===== src/rtl/lif_neuron_grid.sv =====
// LAYERS x WIDTH grid of leaky integrate-and-fire neurons with 3-tap nearest-neighbour
// connectivity between layers, configured through a single serial shift chain.
module lif_neuron_grid #(
  parameter int WIDTH    = 8,
  parameter int LAYERS   = 3,
  parameter int WEIGHT_W = 4,
  parameter int THR_W    = 6,
  parameter int ACC_W    = 8,
  parameter int REFRAC   = 2
) (
  input  logic             clk,
  input  logic             rst_n,
  input  logic             tick,
  input  logic [WIDTH-1:0] spike_in,
  input  logic             cfg_en,
  input  logic             cfg_data,
  output logic             cfg_out,
  output logic [WIDTH-1:0] spike_out,
  output logic             spike_valid
);

  localparam int CFG_W = 3*WEIGHT_W + THR_W + 2;
  localparam int N     = LAYERS*WIDTH;
  localparam int CHAIN = N*CFG_W;
  localparam int REF_W = (REFRAC > 0) ? $clog2(REFRAC + 1) : 1;
  localparam int EXT_W = ACC_W + 2;

  localparam logic signed [EXT_W-1:0] V_MAX = EXT_W'((2**(ACC_W-1)) - 1);
  localparam logic signed [EXT_W-1:0] V_MIN = EXT_W'(-(2**(ACC_W-1)));

  logic [CHAIN-1:0]     chain_q, chain_d;
  logic [N*ACC_W-1:0]   v_q, v_d, nv;
  logic [N*REF_W-1:0]   ref_q, ref_d, nref;
  logic [N-1:0]         spk_q, spk_d, nspk;
  logic                 spike_valid_q, spike_valid_d;

  genvar gl, gc;
  generate
    for (gl = 0; gl < LAYERS; gl++) begin : g_layer
      logic [WIDTH-1:0] src;
      if (gl == 0) begin : g_src_in
        assign src = spike_in;
      end else begin : g_src_prev
        assign src = spk_q[(gl-1)*WIDTH +: WIDTH];
      end

      for (gc = 0; gc < WIDTH; gc++) begin : g_col
        localparam int NI = gl*WIDTH + gc;

        logic [CFG_W-1:0]           cfg;
        logic signed [WEIGHT_W-1:0] w_l, w_c, w_r;
        logic [THR_W-1:0]           thr;
        logic [1:0]                 leak;
        logic                       tap_l, tap_c, tap_r;
        logic signed [EXT_W-1:0]    sum, v_ext, v_raw;
        logic signed [ACC_W-1:0]    v_cur, v_sat, thr_ext;
        logic [REF_W-1:0]           ref_cur;
        logic                       in_ref, fire;

        assign cfg  = chain_q[NI*CFG_W +: CFG_W];
        assign w_l  = cfg[0 +: WEIGHT_W];
        assign w_c  = cfg[WEIGHT_W +: WEIGHT_W];
        assign w_r  = cfg[2*WEIGHT_W +: WEIGHT_W];
        assign thr  = cfg[3*WEIGHT_W +: THR_W];
        assign leak = cfg[3*WEIGHT_W + THR_W +: 2];

        // Edge columns have no neighbour on the outer side; no wrap-around.
        if (gc == 0) begin : g_no_left
          assign tap_l = 1'b0;
        end else begin : g_left
          assign tap_l = src[gc-1];
        end
        if (gc == WIDTH-1) begin : g_no_right
          assign tap_r = 1'b0;
        end else begin : g_right
          assign tap_r = src[gc+1];
        end
        assign tap_c = src[gc];

        assign sum = (tap_l ? EXT_W'(w_l) : {EXT_W{1'b0}})
                   + (tap_c ? EXT_W'(w_c) : {EXT_W{1'b0}})
                   + (tap_r ? EXT_W'(w_r) : {EXT_W{1'b0}});

        assign v_cur   = v_q[NI*ACC_W +: ACC_W];
        assign ref_cur = ref_q[NI*REF_W +: REF_W];
        assign v_ext   = EXT_W'(v_cur);
        // leak = 0 subtracts all of v, so the neuron keeps no memory.
        assign v_raw   = v_ext - (v_ext >>> leak) + sum;
        assign v_sat   = (v_raw > V_MAX) ? V_MAX[ACC_W-1:0] :
                         (v_raw < V_MIN) ? V_MIN[ACC_W-1:0] : v_raw[ACC_W-1:0];
        assign thr_ext = ACC_W'(thr);

        assign in_ref = (ref_cur != '0);
        assign fire   = (thr != '0) && (v_sat >= thr_ext);

        assign nspk[NI]                = !in_ref && fire;
        assign nv[NI*ACC_W +: ACC_W]   = (in_ref || fire) ? '0 : v_sat;
        assign nref[NI*REF_W +: REF_W] = in_ref ? (ref_cur - REF_W'(1)) :
                                         (fire ? REF_W'(REFRAC) : '0);
      end
    end
  endgenerate

  // Configuration shifting has priority over a time-step and clears all dynamics.
  always_comb begin
    chain_d       = chain_q;
    v_d           = v_q;
    ref_d         = ref_q;
    spk_d         = spk_q;
    spike_valid_d = 1'b0;
    if (cfg_en) begin
      chain_d = {cfg_data, chain_q[CHAIN-1:1]};
      v_d     = '0;
      ref_d   = '0;
      spk_d   = '0;
    end else if (tick) begin
      v_d           = nv;
      ref_d         = nref;
      spk_d         = nspk;
      spike_valid_d = 1'b1;
    end
  end

  always_ff @(posedge clk or negedge rst_n) begin
    if (!rst_n) begin
      chain_q       <= '0;
      v_q           <= '0;
      ref_q         <= '0;
      spk_q         <= '0;
      spike_valid_q <= 1'b0;
    end else begin
      chain_q       <= chain_d;
      v_q           <= v_d;
      ref_q         <= ref_d;
      spk_q         <= spk_d;
      spike_valid_q <= spike_valid_d;
    end
  end

  assign cfg_out     = chain_q[0];
  assign spike_out   = spk_q[N-1 -: WIDTH];
  assign spike_valid = spike_valid_q;

endmodule


===== config.mk =====
export PLATFORM = sky130hd
export DESIGN_NAME = lif_neuron_grid
export DESIGN_NICKNAME = d
export VERILOG_FILES = /design/src/rtl/lif_neuron_grid.sv
export SDC_FILE = /design/constraint.sdc
export NUM_CORES = 2
export LEC_CHECK = 0
export ABC_AREA = 0
export ABC_CLOCK_PERIOD_IN_PS = 21400
export CORE_AREA = 2 2 374 376
export DETAILED_ROUTE_END_ITERATION = 8
export DIE_AREA = 0 0 376 378
export GPL_ROUTABILITY_DRIVEN = 0
export GPL_TIMING_DRIVEN = 0
export PLACE_DENSITY = 0.62
export SETUP_SLACK_MARGIN = 0.3
export SYNTH_ARGS = -nofsm -noshare
export SYNTH_HDL_FRONTEND = slang
export SYNTH_SLANG_ARGS = --single-unit

===== constraint.sdc =====
create_clock -name clk -period 21.4 [get_ports clk]
set_clock_uncertainty 0.1 [all_clocks]
set_input_delay 2.14 -clock clk [delete_from_list [all_inputs] [get_ports clk]]
set_output_delay 2.14 -clock clk [all_outputs]
set_load 0.02 [all_outputs]

### Word level (Yosys, flattened, before mapping)

Index checks and enable logic that the tools add are counted.

| cells by class | value |
|---|---|
| add/subtract/negate cells | 114 |
| magnitude comparators | 72 |
| shift-type cells | 24 |
| multiplexer cells | 194 |
| reduce and logical (&&, ||, !) cells | 145 |

Operators by type and width:

| kind | count |
|---|---|
| 10-bit adder | 66 |
| 10-bit 2-to-1 mux | 66 |
| 8-bit 2-to-1 mux | 72 |
| 192-bit 2-to-1 mux | 2 |
| 10-bit by 8-bit greater-than comparator with 1-bit output (second input constant) | 24 |
| 10-bit by 8-bit < comparator with 1-bit output (second input constant) | 24 |
| 8-bit by 2-bit >>> shifter with 10-bit output | 24 |
| 8-bit by 10-bit subtractor with 10-bit output | 24 |
| 8-bit by 7-bit greater-or-equal comparator with 1-bit output | 24 |
| 6-bit nonzero test | 24 |
| 2-bit 2-to-1 mux | 48 |
| 48-bit 2-to-1 mux | 2 |
| 2-bit nonzero test | 25 |
| 1-bit logical AND | 48 |
| 24-bit 2-to-1 mux | 2 |
| 2-bit by 1-bit subtractor with 2-bit output (second input constant) | 24 |
| 1-bit zero test | 24 |
| 1-bit logical OR | 24 |
| 1-bit 2-to-1 mux | 2 |

| word-level totals | value |
|---|---|
| register bits after elaboration | 745 |
| input port bits | 13 |
| word-level logic and storage cells | 554 |

### Logic depth before layout (Yosys ltp)

| depth | value |
|---|---|
| depth in word-level cells | 13 |
| mapped depth | 26 |
| gate-level depth less buffers | 24 |

### Worst setup path after synthesis

Ideal clock, no wire load.

| path | value |
|---|---|
| path kind | input-to-reg |
| from | input port spike_in[4] |
| to | register v_q[40] |
| arrival time | 7.830 ns |
| data required time | 21.233 ns |
| slack | 13.403 ns |
| stages on the path | 24 |
| buffers on the path | 1 |
| cell sequence | clkbuf_1 > and2_1 > fa_1 > fa_1 > inv_1 > fa_1 > inv_1 > ha_1 > fa_1 > a21oi_1 > o22ai_1 > o41ai_1 > xnor2_1 > a21oi_1 > o21a_1 > inv_1 > ha_1 > nand2b_1 > a21o_1 > a21o_1 > a2111oi_0 > nand3_1 > a21oi_1 > a22o_1 |

| on the way | value |
|---|---|
| word-level cells in the longest chain between the ends | 13 |
| elaborated cells between the ends (all ways) | 14 |

RTL lines:

| element | line | RTL |
|---|---|---|
| from (decl) | 14 | `input logic [WIDTH-1:0] spike_in,` |
| 10-bit 2-to-1 mux (*) | 80 | `assign sum = (tap_l ? EXT_W'(w_l) : {EXT_W{1'b0}})` |
| 10-bit adder (*) | 81 | `+ (tap_c ? EXT_W'(w_c) : {EXT_W{1'b0}})` |
| 10-bit adder (*) | 82 | `+ (tap_r ? EXT_W'(w_r) : {EXT_W{1'b0}});` |
| 10-bit adder (*) | 88 | `assign v_raw = v_ext - (v_ext >>> leak) + sum;` |
| 10-bit by 8-bit < comparator with 1-bit output | 90 | `(v_raw < V_MIN) ? V_MIN[ACC_W-1:0] : v_raw[ACC_W-1:0];` |
| 8-bit 2-to-1 mux | 90 |  |
| 8-bit 2-to-1 mux (*) | 89 | `assign v_sat = (v_raw > V_MAX) ? V_MAX[ACC_W-1:0] :` |
| 8-bit by 7-bit greater-or-equal comparator with 1-bit output | 94 | `assign fire = (thr != '0) && (v_sat >= thr_ext);` |
| 1-bit logical AND | 94 |  |
| 1-bit logical OR | 97 | `assign nv[NI*ACC_W +: ACC_W] = (in_ref \|\| fire) ? '0 : v_sat;` |
| 8-bit 2-to-1 mux (*) | 97 |  |
| 192-bit 2-to-1 mux (*) | 116 | `end else if (tick) begin` |
| 192-bit 2-to-1 mux (*) | 111 | `if (cfg_en) begin` |
| to (signal assigned) | 133 | `v_q <= v_d;` |
| to (decl) | 32 | `logic [N*ACC_W-1:0] v_q, v_d, nv;` |

Mark *: on every way between the ends. The rest lies on a longest branch, timed or not. The select of a mux whose other input is x is not followed.
A chain may end at the register's enable or synchronous reset.

### Worst setup path after layout

Same ends and word-level chain as after synthesis.

==> results.yml <==
finish:
  nNetsFinal: 7153
  multi_input_area_um2: 38500
  syn_to_final_growth_pct: 9.34
  layout_common_cells: "1028 x inv_1, 745 x dfrtp_1, 508 x nand2_1"
  layout-drive-gt1-share: 0.122
  num_antenna_cells: 0
  seqCellArea_um2: 18600
  layout_commonest_cell: "inv_1"
  fill_cells: 12838
routing:
  vias: 44580
  wl_per_cell_um: 18.0
  via_per_inst: 5.50
  dr.pass1.iters: 7
  ant_nets: 0
  totalWireLength_mm: 146
  drt_iter0_markers: 2869
  drc: 0
worst_setup_path:
  worstSetupStartpoint: "spike_in[4]"
  crit_path_end: "v_q[40]"
  path_class: "input port to register"
  path_common_cell: "fa_1"
  ff2ff_path_depth: 25
  worstPathMaxFanout: 10
  crit_path_start_kind: "input port"
  cp_slowest_cell: "clkdlybuf4s50_1"
  critical_path_arrival_ns: 9.79
  critical_path_required_ns: 21.92
  timing.rr.start: "chain_q[38]"
  crit_path_max_incr_delay_ns: 0.61
  r2r-end: "v_q[12]"
  r2r_setup_slack_ns: 13.29
  critPathCaptureType: "register"
sta:
  fin_crit_ns: 9.27
  setup_violations: 0
  fin_crit_sh: 0.433
  final_hold_viol_count: 0
  slew_violations: 0
  max_freq_ghz: 0.108
  relSlewSlack: 0.0267
  setup_tns_ns: 0
  rsz0062_at_grt: "no"
  worst_pin_slew_ns: 1.46
floorplan:
  die_w_um: 376
  die_h_um: 378
  start_util: 0.447
  dieArea_um2: 142000
  coreArea_um2: 139000
  placementRows: 137
  pin_count: 23
global_routing:
  grt_pass1_vias: 44730
  grt_max_degree: 109
  grt-ovfl-total: 0
  grt_use_total: 0.210
  grt_pass1_wl_mm: 241
  grt_antenna_before_repair: 7
clock_tree:
  cts_resized: 0
  cts.clk_slew.worst_paths_ns: 0.06
  clk_path_buf_depth: 3
  cts.htree.levels: 3
  post_cts_buffers: 0
  cts-root-buf: "clkbuf_16"
  clock_latency_ns: 0.70
  cts_tree: "yes"
  ctsHoldBuffers: 0
  cts_sinks: 745
  cts_made_buffers: 89
logic_synthesis:
  synthDistinctLibCells: 112
  synth_edf_count: 0
  ys_seq_elements: 745
  ys.flop_type: "dfrtp_1"
  yosys_warnings: 0
  ys_seq_area_frac: 0.301
  syn_nets: 7034
  synth_area_um2: 61900
  synthCells: 6116
  avgSynthCellArea_um2: 10.1
  ys_async_sr_fraction: 1.00
place:
  hpwl_mm: 113
  io_buffers: 21
worst_hold_path:
  hp-class: "register to register"
status:
  outcome: "finished, final reports clean"
run:
  drv_cap: 0
==> final cells by class <==
class	instances	share of cell area
clock buffer	116	0.0373
timing repair buffer	28	0.00603
clock inverter	43	0.00860
sequential	745	0.276
inverter	1029	0.0571
buffer	225	0.0134
multi-input combinational	4117	0.569
tap	1807	0.0334
==> layer usage <==
layer | track usage | up-vias | part of all wire
met5 | 0 | - | 0.00011
met4 | 0.0507 | 2 | 0.021
met3 | 0.0238 | 151 | 0.038
met2 | 0.345 | 767 | 0.47
met1 | 0.297 | 22513 | 0.47
li1 | - | 21147 | -
==> critical path, delay by kind of cell <==
kind | cells | cell delay (ns)
xor+xnor | 1 | 0.27
simple gates | 3 | 0.58
compound gates | 10 | 3.17
fa+ha+maj | 6 | 2.42
buf+inv | 5 | 1.22
==> per-stage QoR <==
stage                     worst slack (ns)  cells  cell area [µm²]  hold slack, ns  utilization
final                                12.13   8110            67600           0.375        0.488
after global routing                 11.59   8110            67600           0.395        0.488
after CTS                            12.13   8110            67600           0.382        0.488
after detailed placement             11.44   7951            64500           0.368        0.466
after global placement              -16.04   7944            64300           0.358        0.465
after floorplan                      13.40   6116            61900           0.348            -
==> synthesized netlist by cell type, drive strengths merged, types with 34 or more instances <==
cell type,number,area share
fa,480,0.16
dfrtp,745,0.30
nand3,91,0.0074
a21o,128,0.016
and2,135,0.014
nand2,508,0.031
o21a,49,0.0059
xor2,76,0.011
mux2,385,0.070
o21ai,333,0.027
a211oi,43,0.0056
xnor2,78,0.011
nor3,49,0.0040
nor2,173,0.011
a21oi,294,0.024
mux4,122,0.044
clkbuf,209,0.013
ha,425,0.086
nand2b,40,0.0040
inv,1028,0.062
nor4,34,0.0035
a22o,82,0.012
mux2i,54,0.0087
==> how the worst min path moves through the flow <==
stage,startpoint,end,cells past startpoint
6_report,chain_q[77],chain_q[76],2
5_1_grt,chain_q[137],chain_q[136],2
4_1_cts,chain_q[77],chain_q[76],2
3_5_place_dp,chain_q[77],chain_q[76],2
3_3_place_gp,chain_q[477],chain_q[476],2
2_1_floorplan,spk_q[23],spk_q[23],2
==> cells by family after synthesis <==
kind of cell / Yosys count / share of synthesized area
AOI/OAI and AO/OA: 1292 / 0.141
and+or+nand+nor: 1205 / 0.0940
adders and majority gates: 905 / 0.241
xor gates and xnor gates: 154 / 0.0219
DFF: 745 / 0.301
buffers and inverters: 1254 / 0.0771
muxes: 561 / 0.123
==> state kept, by name (all words and copies together), names as in the netlist <==
signal	flops
chain_q	480
v_q	192
spike_valid	1
ref_q	48
spk_q	24
Power is left out: the tool's default activity adds up to more than one toggle a clock period on the data nets, which glitch-free logic cannot reach.
